### config.mk
export PLATFORM = sky130hd
export DESIGN_NAME = mem_access_ctrl
export DESIGN_NICKNAME = d
export VERILOG_FILES = /design/src/rtl/mem_access_ctrl.sv
export SDC_FILE = /design/constraint.sdc
export NUM_CORES = 1
export LEC_CHECK = 0
export CORE_AREA = 2 2 211 130
export DETAILED_ROUTE_END_ITERATION = 10
export DIE_AREA = 0 0 213 132
export GPL_TIMING_DRIVEN = 0
export PLACE_DENSITY = 0.52
export SYNTH_ARGS = -nofsm -noshare
export SYNTH_HDL_FRONTEND = slang
export SYNTH_SLANG_ARGS = --single-unit
### constraint.sdc
create_clock -name clk -period 6.1 [get_ports clk]
set_clock_uncertainty 0.2 [all_clocks]
set_input_delay 0.915 -clock clk [delete_from_list [all_inputs] [get_ports clk]]
set_output_delay 0.915 -clock clk [all_outputs]
set_load 0.01 [all_outputs]
### src/rtl/mem_access_ctrl.sv
// Load/store front end: runs one req/ack data-memory transaction per request,
// builds byte enables and lane-replicated store data, and stalls the pipeline until it ends.
module mem_access_ctrl #(
  parameter int TIMEOUT_CYCLES = 16
) (
  input  logic        clk,
  input  logic        rst,
  input  logic        mem_read,
  input  logic        mem_write,
  input  logic [1:0]  size_in,
  input  logic        sign_in,
  input  logic [31:0] addr_in,
  input  logic [31:0] wdata_in,
  output logic        stall,
  output logic        load_valid,
  output logic [31:0] rdata_out,
  output logic [31:0] addr_out,
  output logic [1:0]  size_out,
  output logic        sign_out,
  output logic        addr_err,
  output logic        bus_err,
  output logic        mem_req,
  output logic        mem_we,
  output logic [31:0] mem_addr,
  output logic [3:0]  mem_be,
  output logic [31:0] mem_wdata,
  input  logic [31:0] mem_rdata,
  input  logic        mem_ack
);

  localparam int CW = (TIMEOUT_CYCLES > 0) ? $clog2(TIMEOUT_CYCLES + 1) : 1;
  localparam logic [CW-1:0] T_LAST = CW'(TIMEOUT_CYCLES - 1);

  typedef enum logic [1:0] {IDLE, REQ, DONE} state_t;

  state_t        state_reg;
  logic [CW-1:0] tcnt_reg;
  logic [31:0]   addr_reg;
  logic [1:0]    size_reg;
  logic          sign_reg;

  logic        misaligned;
  logic        valid_req;
  logic        bad_req;
  logic        timeout_hit;
  logic [3:0]  be_next;
  logic [31:0] wdata_next;

  always_comb begin
    misaligned = ((size_in == 2'b01) && addr_in[0]) ||
                 (size_in[1] && (addr_in[1:0] != 2'b00));
    valid_req  = (mem_read ^ mem_write) && !misaligned;
    bad_req    = (mem_read && mem_write) || ((mem_read || mem_write) && misaligned);
    timeout_hit = (TIMEOUT_CYCLES != 0) && (tcnt_reg == T_LAST);
    be_next    = 4'b1111;
    wdata_next = wdata_in;
    case (size_in)
      2'b00: begin
        be_next    = 4'b0001 << addr_in[1:0];
        wdata_next = {4{wdata_in[7:0]}};
      end
      2'b01: begin
        be_next    = 4'b0011 << {addr_in[1], 1'b0};
        wdata_next = {2{wdata_in[15:0]}};
      end
      default: begin
        be_next    = 4'b1111;
        wdata_next = wdata_in;
      end
    endcase
  end

  // Stall must rise in the very IDLE cycle the request appears, so it is not registered.
  assign stall = !rst && (((state_reg == IDLE) && valid_req) || (state_reg == REQ));

  always_ff @(posedge clk or posedge rst) begin
    if (rst) begin
      state_reg  <= IDLE;
      tcnt_reg   <= '0;
      addr_reg   <= '0;
      size_reg   <= '0;
      sign_reg   <= 1'b0;
      load_valid <= 1'b0;
      rdata_out  <= '0;
      addr_out   <= '0;
      size_out   <= '0;
      sign_out   <= 1'b0;
      addr_err   <= 1'b0;
      bus_err    <= 1'b0;
      mem_req    <= 1'b0;
      mem_we     <= 1'b0;
      mem_addr   <= '0;
      mem_be     <= '0;
      mem_wdata  <= '0;
    end else begin
      load_valid <= 1'b0;
      addr_err   <= 1'b0;
      bus_err    <= 1'b0;
      case (state_reg)
        IDLE: begin
          if (valid_req) begin
            addr_reg  <= addr_in;
            size_reg  <= size_in;
            sign_reg  <= sign_in;
            mem_we    <= mem_write;
            mem_addr  <= {addr_in[31:2], 2'b00};
            mem_be    <= be_next;
            mem_wdata <= wdata_next;
            mem_req   <= 1'b1;
            tcnt_reg  <= '0;
            state_reg <= REQ;
          end else if (bad_req) begin
            addr_err <= 1'b1;
          end
        end
        REQ: begin
          // An ack arriving in the final timeout cycle still completes normally.
          if (mem_ack) begin
            if (!mem_we) begin
              rdata_out  <= mem_rdata;
              addr_out   <= addr_reg;
              size_out   <= size_reg;
              sign_out   <= sign_reg;
              load_valid <= 1'b1;
            end
            mem_req   <= 1'b0;
            state_reg <= DONE;
          end else if (timeout_hit) begin
            bus_err   <= 1'b1;
            mem_req   <= 1'b0;
            state_reg <= DONE;
          end else begin
            tcnt_reg <= tcnt_reg + CW'(1);
          end
        end
        DONE: begin
          state_reg <= IDLE;
        end
        default: begin
          state_reg <= IDLE;
        end
      endcase
    end
  end

endmodule

==> results.txt, run 1 <==
The die extent in x is 213 um. The switching portion of total power came out at 0.287. The final HPWL from detailed placement is between 10000 and 15000 um. The placed standard-cell area is around 9400 sq um. The maximum number of pins on one net before global-route repair came out at 94.

Post-CTS timing repair inserted 0 buffers for setup. The internal reg-to-reg setup slack came out at 3730 ps. Clock tree synthesis inserted a total of 17 buffers. The worst setup path is captured at an output port.

The maximum fanout count along the critical path is 10. The cell area after synthesis is about 6400 sq um. The minimum period implied by the final worst setup slack is 4270 ps. Counting the fill cells in the layout gives roughly 2.5k. The core region area is 26100 sq um.

The distinct cell type count of the synthesized netlist came out at 35. The power density relative to cell area is 469 nW/um^2. Of the synthesized area, sequential elements account for 0.583. The row count came out at 46. The number of clock sinks came out at 150. The number of flip-flops and latches in the synthesized netlist came out at 150. In this run the number of H-tree levels came out at 4.

The post-cts repair resize count is 0. The worst hold path belongs to the class reg2reg. Measured in cells, the most critical reg-to-reg path has a length of 7.

Counting flops with a built-in enable in the synthesized netlist gives 0. The mean instance size in the synthesized netlist is 14.6 sq um. The worst register-to-register path ends at tcnt_reg[3]. The most used flip-flop cell after synthesis is sky130_fd_sc_hd__dfrtp_1. The setup slack after layout came out at between 1500 and 2000 ps. The overall power after layout is around 4.7 mW. The die covers between 20000 and 30000 sq um.

The number of primary I/O pins is 245. The worst-skew pair later-pin latency is roughly 440 ps. The worst register-to-register path begins at tcnt_reg[0]. The total of max-cap violations came out at 0. Setup repair after global routing left no endpoint under its margin. In the routed design, unresolved DRC markers number 0. The vias per cell is ~4.1. The average wire per standard cell came out at 16.7 um. The critical path required time is about 5000 ps. The fraction of power consumed by sequential logic is 0.360. The fraction of layout instances using a drive strength above 1 came out at 0.304.

For this run, the top clock speed supported by timing is approximately 230 MHz. The period utilization is 0.700. The net count of the finished layout is approximately 800. The max-slew violation total from the final report is 0. The initial antenna violation count is 1. The part of the total power dissipated in the clock network is 0.242. The worst supply voltage drop on vdd is 0.189 mV. The count of endpoints failing hold in the final timing report came out at 0. The first-pass iteration count of the detailed router came out at 4. The die is 132 um tall. After clock tree synthesis, the flow added hold-fix buffers numbering 0. The congestion estimate from routability-driven global placement came to just under 0.8.

The count of antenna diodes in the layout is 0. The starting density of the core is 0.247. The via total after detailed routing is around 4.4k. The cell sitting at the root of the clock tree is a sky130_fd_sc_hd__clkbuf_16.

In this run the tool buffered the top-level ports with around 240 buffer cells. The finished layout cell area came out at roughly 10000 sq um. Of all flip-flops after synthesis, the portion carrying an async set or reset was 1.00.

In the global route stage, overall resource usage came out at 0.132. In this run the power spent charging and discharging nets is between 1 and 1.5 mW. The setup total negative slack is 0 ps. The data arrival time of the worst path came out at between 3000 and 4000 ps.

Following the worst setup path forward leads to its endpoint at stall. The number of global-route vias before repair is around 4.8k. The worst hold slack came out at 283 ps. The final setup violation count is 0. The number of antenna-violating nets in the routed design is 0.

For this run, the number of Yosys warnings is 0. Synthesis produced a netlist whose cell count is about 440. TritonCTS built the clock tree.

The nature of the critical path startpoint is an input port. OpenSTA, run right after detailed placement, puts the worst setup slack at 1670 ps. The static leakage came out at about 4.2 nW. After the first detailed-routing iteration, the DRC count stood at around 130. The worst pin sits at a relative slew slack of 0.360. The share of total power dissipated in combinational logic is 0.398. The start point of the critical path is size_in[0]. The internal portion of total power came out at approximately 3.3 mW. The global-route wire length before repair is ~28000 um. The run finished with clean final reports.

The final global-route overflow total came out at 0. The critical path is of the in2out type. From synthesis to final layout, the design area changed by 54.9%.

No sink is reached through more buffers than the 2 on the longest clock path. The actual slew at the worst max-slew pin came out at ~950 ps. The total length of routed wires came out at approximately 18000 um. Clock-pin slew was measured on the worst setup and hold paths at 60 ps.
## synthesized netlist by cell type, types with 3 or more instances
| cell | instances | area, sq um |
|---|---|---|
| sky130_fd_sc_hd__dfrtp_1 | 150 | 3750 |
| sky130_fd_sc_hd__inv_1 | 9 | 33.8 |
| sky130_fd_sc_hd__a21oi_1 | 6 | 30.0 |
| sky130_fd_sc_hd__nand2_1 | 12 | 45.0 |
| sky130_fd_sc_hd__buf_6 | 10 | 113 |
| sky130_fd_sc_hd__mux2i_1 | 11 | 110 |
| sky130_fd_sc_hd__mux2_2 | 134 | 1510 |
| sky130_fd_sc_hd__o21ai_0 | 10 | 50.1 |
| sky130_fd_sc_hd__o2bb2ai_1 | 4 | 35.0 |
| sky130_fd_sc_hd__buf_4 | 36 | 270 |
| sky130_fd_sc_hd__ha_1 | 4 | 50.1 |
| sky130_fd_sc_hd__nor3_1 | 3 | 15.0 |
| sky130_fd_sc_hd__mux2_1 | 19 | 214 |
| sky130_fd_sc_hd__nor2_1 | 6 | 22.5 |
## worst min path at each step
stage | slack (ps) | cells after the start | to | startpoint
detailed placement | 270 | 1 | rdata_out[0] | rdata_out[0]
global route | 310 | 1 | rdata_out[8] | rdata_out[8]
CTS | 290 | 1 | rdata_out[0] | rdata_out[0]
floorplan | 270 | 1 | addr_out[0] | addr_reg[0]
finish | 280 | 1 | rdata_out[12] | rdata_out[12]
global placement | 270 | 1 | rdata_out[30] | rdata_out[30]
## stage by stage
step                utilization  std cells
CTS                       0.383       1077
global route              0.383       1077
finish                    0.383       1077
global placement          0.357       1045
floorplan                     -        443
detailed placement        0.359       1046
## power by group through the flow
stage	Combinational, mW	Clock (mW)	Sequential [mW]
6_report	1.86	1.13	1.69
5_1_grt	1.98	1.22	1.75
4_1_cts	1.89	1.17	1.69
3_5_place_dp	1.89	0	1.71
3_3_place_gp	1.87	0	1.68
2_1_floorplan	0.668	0	1.81
## cell families after synthesis
family,Yosys count,share of synthesized area
other,1,0.000582
buffers and inverters,61,0.0686
adder cells (fa/ha/maj),4,0.00777
AO/OA/AOI/OAI,30,0.0305
AND/OR/NAND/NOR,32,0.0254
flip-flops,150,0.583
multiplexers,164,0.285
## routing by layer
metal,global-route usage,part of all wire,vias up,wire length (um)
met5,0,0,-,0
met4,0.0431,0.012,0,210
met3,0.0717,0.10,18,1860
met2,0.195,0.44,143,7980
met1,0.163,0.44,2218,7980
li1,-,-,2049,-
## area by class of cell
cell class,instances,area (sq um),share of cell area
plain buffers,52,408,0.0409
inverters,9,38.8,0.00389
well taps,360,450,0.0451
multi-input cells,232,2250,0.225
clock buffers,20,457,0.0458
clock inverters,11,174,0.0174
flip-flops and latches,150,3750,0.376
repair buffers,243,2450,0.245
## layout by cell type, fill, tap and decap left out, types with 2 or more instances in the layout
cell / instances
sky130_fd_sc_hd__clkdlybuf4s50_1: 242
sky130_fd_sc_hd__dfrtp_1: 150
sky130_fd_sc_hd__mux2_2: 134
sky130_fd_sc_hd__buf_4: 36
sky130_fd_sc_hd__mux2_1: 19
sky130_fd_sc_hd__clkbuf_16: 17
sky130_fd_sc_hd__nand2_1: 12
sky130_fd_sc_hd__mux2i_1: 11
sky130_fd_sc_hd__buf_6: 10
sky130_fd_sc_hd__o21ai_0: 10
sky130_fd_sc_hd__inv_1: 8
sky130_fd_sc_hd__nor2_1: 6
sky130_fd_sc_hd__a21oi_1: 6
sky130_fd_sc_hd__o2bb2ai_1: 4
sky130_fd_sc_hd__ha_1: 4
sky130_fd_sc_hd__bufinv_16: 4
sky130_fd_sc_hd__nor3_1: 3
sky130_fd_sc_hd__clkbuf_1: 3
sky130_fd_sc_hd__clkinvlp_4: 3
sky130_fd_sc_hd__nand2b_1: 2
sky130_fd_sc_hd__buf_1: 2
sky130_fd_sc_hd__nand4_1: 2
sky130_fd_sc_hd__buf_2: 2
sky130_fd_sc_hd__o31ai_1: 2
sky130_fd_sc_hd__inv_6: 2
sky130_fd_sc_hd__o21bai_1: 2
sky130_fd_sc_hd__conb_1: 2
sky130_fd_sc_hd__clkinv_4: 2
sky130_fd_sc_hd__clkbuf_8: 2
## worst max-delay path: stages
cell and delay [ps]:
sky130_fd_sc_hd__clkdlybuf4s50_1 600, sky130_fd_sc_hd__nor2_2 200, sky130_fd_sc_hd__o31ai_1 840, sky130_fd_sc_hd__nor2_1 80
sky130_fd_sc_hd__clkdlybuf4s50_1 510
Power figures use the tool's default switching activity.
==> run 2, diff against run 1 <==
Clock period 6.1 ns to 4.23 ns, I/O delays scaled along.
==> run 2 against run 1 <==
- die area unchanged
- utilization is 0.55 points higher
- largest power group unchanged
- sequential share of layout area down 0.53 points
- routed wire length decreased by 2.6%
- via count shrank 0.77%
- critical path type unchanged
- cell area rose by 1.4%
==> results.txt, run 2 (synthesized netlist as in run 1, its figures left out) <==
The start point of the critical path is size_in[0]. The number of H-tree levels came out at 4. Including well taps, the total number of placed cells is between 1k and 1.5k. The startpoint identified for the worst hold timing path is addr_out[28]. The global-route wire length before repair came out at 27400 um. The longest clock path from root to sink contains 2 buffers.

The count of antenna diodes in the layout is 0. The worst-case IR drop observed on VDD is 0.244 mV. The aggregate global-route resource usage is 0.128. The fill cell instance count of the final layout came out at about 2.5k. The fraction of layout instances using a drive strength above 1 is 0.309. In this run the most used layer during global routing was met2.

The number of buffers added for setup after CTS is 0. The min-delay analysis places its worst path in the category reg2reg. The met2 layer usage reported by global route is 0.199. Summed over all nets, the half-perimeter wirelength after detailed placement is 13400 um. The met3 usage is 0.0634. Data on the critical path is required at its endpoint by between 3000 and 4000 ps. The total length of routed wires is 17600 um. The number of violations reported at the end of detailed-routing iteration 0 came out at approximately 120. TritonCTS built the clock tree. The actual slew at the worst max-slew pin is around 970 ps. The number of antenna-violating nets in the routed design is 0.

The initial antenna violation count came out at 0. STA classifies the critical path startpoint as an input port. The average wire per standard cell came out at about 16 um.

The setup path with the least slack is of type in2out. The timing-limited maximum frequency is 271 MHz. Setup repair after global routing left no endpoint under its margin. In this run the vertical extent of the chip is around 130 um. Of the available clock period, the critical path in the final layout requires 0.872.

The final global-route overflow total came out at 0. The clock slew at the register clock pins of the worst setup and hold paths came out at 60 ps. The first-pass iteration count of the detailed router came out at 4. The cell at the root of the clock tree is sky130_fd_sc_hd__clkbuf_16. The CTS buffer count is 17. Of all nets on the critical path, the largest fanout is 10. The overall power after layout is 6.99 mW.

The data arrival time of the worst path came out at 2860 ps. Summed over all failing endpoints, the final setup total negative slack is 0 ps. The die is around 210 um wide. The net count reported at finish came out at 816. The analysis attributes to cell leakage a power of between 4 and 5 nW. The vias per cell came out at 4.06. Clock tree synthesis found a total of 150 sinks. The tool flagged a number of max-cap violations equal to 0. STA classifies the critical path endpoint as an output port. The total of hold buffers inserted after clock tree synthesis came out at 0.

The minimum period implied by the final worst setup slack is approximately 3700 ps. Leaving out fill and tap cells, the most frequent cell in the layout is sky130_fd_sc_hd__clkdlybuf4s50_1. The maximum number of pins on one net before global-route repair is between 40 and 50. The worst-skew pair later-pin latency came out at roughly 430 ps. For this run, design rule violations remaining after detail routing come to 0. The top cell types in the final layout, fill and taps aside, are 242 x sky130_fd_sc_hd__clkdlybuf4s50_1, 150 x sky130_fd_sc_hd__dfrtp_1, 134 x sky130_fd_sc_hd__mux2_2, 36 x sky130_fd_sc_hd__buf_4, 19 x sky130_fd_sc_hd__mux2_1. In this run the critical register-to-register path is launched from tcnt_reg[0].

Row generation in the floorplan step produced between 40 and 50 rows. The final weighted congestion in routability-driven placement came out at approximately 0.79. The finished layout cell area is 10100 sq um. The worst slew margin relative to its limit came out at 0.348. The via total after detailed routing came out at ~4.4k.

The max-slew violation total from the final report came to 0. The flow ran to the end, and the final reports show no timing, DRC or antenna violations. The count of endpoints failing hold in the final timing report is 0.

The starting density of the core is 0.247. The number of primary I/O pins is 245. The post-cts repair resize count came out at 0. The placed standard-cell area came out at 9400 sq um.

The floorplan die area is around 28000 sq um. Final hold analysis gives a worst-case slack of 282 ps. The non-filler instance count after layout came out at 1081. The final setup violation count came out at 0. The core region area came out at roughly 26000 sq um.

The number of global-route vias before repair came out at roughly 4.8k. The power density relative to cell area came out at between 600 and 700 nW/um^2. The port buffer count came out at 242. The growth of design area from synthesis to finish came out at 57.2%. The routing usage on met1 came out at 0.158.
==> run 2: cell count changes in the layout (fill, tap and decap cells not counted) <==
cell                         previous run  this run
sky130_fd_sc_hd__buf_12                 0         4
sky130_fd_sc_hd__clkbuf_1               3         2
sky130_fd_sc_hd__clkbuf_8               2         0
sky130_fd_sc_hd__buf_16                 1         0
sky130_fd_sc_hd__inv_6                  2         3
sky130_fd_sc_hd__clkinvlp_4             3         2
sky130_fd_sc_hd__bufinv_16              4         8
==> run 2: layout make-up <==
type	count	area, sq um	share of cell area
clock buffer	17	425	0.0420
timing repair buffer	246	2500	0.247
inverter	9	37.5	0.00371
buffer	52	408	0.0403
clock inverter	15	297	0.0293
sequential	150	3750	0.371
tap	360	450	0.0445
multi-input combinational	232	2250	0.222
==> run 2: path summary, 6_finish.rpt <==
check / to / cells past startpoint / slack [ps]
max reg2reg: tcnt_reg[3] / 7 / 1880
max: stall / 5 / 540
min in group asynchronous: addr_out[27] / 2 / 340
min reg2reg: addr_out[28] / 1 / 280
min: addr_out[28] / 1 / 280
max in group asynchronous: rdata_out[25] / 4 / 2710
==> run 2: stage by stage <==
stage          setup slack (ps)  utilization
4_1_cts                     401        0.388
6_report                    539        0.388
3_3_place_gp                156        0.358
5_1_grt                     368        0.388
3_5_place_dp                400        0.361
2_1_floorplan              1510            -
==> run 2: per-layer routing <==
metal,vias to the layer above,part of all wire
li1,2058,-
met1,2187,0.45
met2,136,0.45
met3,13,0.095
met4,0,0.010
met5,-,0
==> run 2: report_power, final <==
group | leakage [nW] | total, mW | internal, mW | switching, mW
Sequential | 1.80 | 2.42 | 2.06 | 0.356
Combinational | 2.12 | 2.69 | 1.74 | 0.952
Clock | 0.348 | 1.87 | 1.23 | 0.642
Total | 4.27 | 6.99 | 5.04 | 1.95
==> run 2: critical path, cell delays in order <==
cell and delay (ps):
sky130_fd_sc_hd__clkdlybuf4s50_1 590, sky130_fd_sc_hd__nor2_2 190, sky130_fd_sc_hd__o31ai_1 850, sky130_fd_sc_hd__nor2_1 80
sky130_fd_sc_hd__clkdlybuf4s50_1 510
==> run 3, diff against run 2 <==
--- a/config.mk
+++ b/config.mk
@@ -8,2 +8,3 @@
 export CORE_AREA = 2 2 211 130
+export CTS_CLUSTER_SIZE = 28
 export DETAILED_ROUTE_END_ITERATION = 10
==> constraint.sdc (replaced) <==
create_clock -name clk -period 4.23 [get_ports clk]
set_clock_uncertainty 0.2 [all_clocks]
set_input_delay 0.423 -clock clk [delete_from_list [all_inputs] [get_ports clk]]
set_output_delay 0.423 -clock clk [all_outputs]
set_load 0.01 [all_outputs]
==> results of run 3 <==
Same layout as run 2 (identical final DEF). Status: completed.
Among the figures that moved: setup slack after placement 400 ps -> 823 ps; clock-pin slew on the worst setup and hold paths 60 ps -> 70 ps; setup slack after layout 539 ps -> 962 ps; hold slack 282 ps -> 131 ps
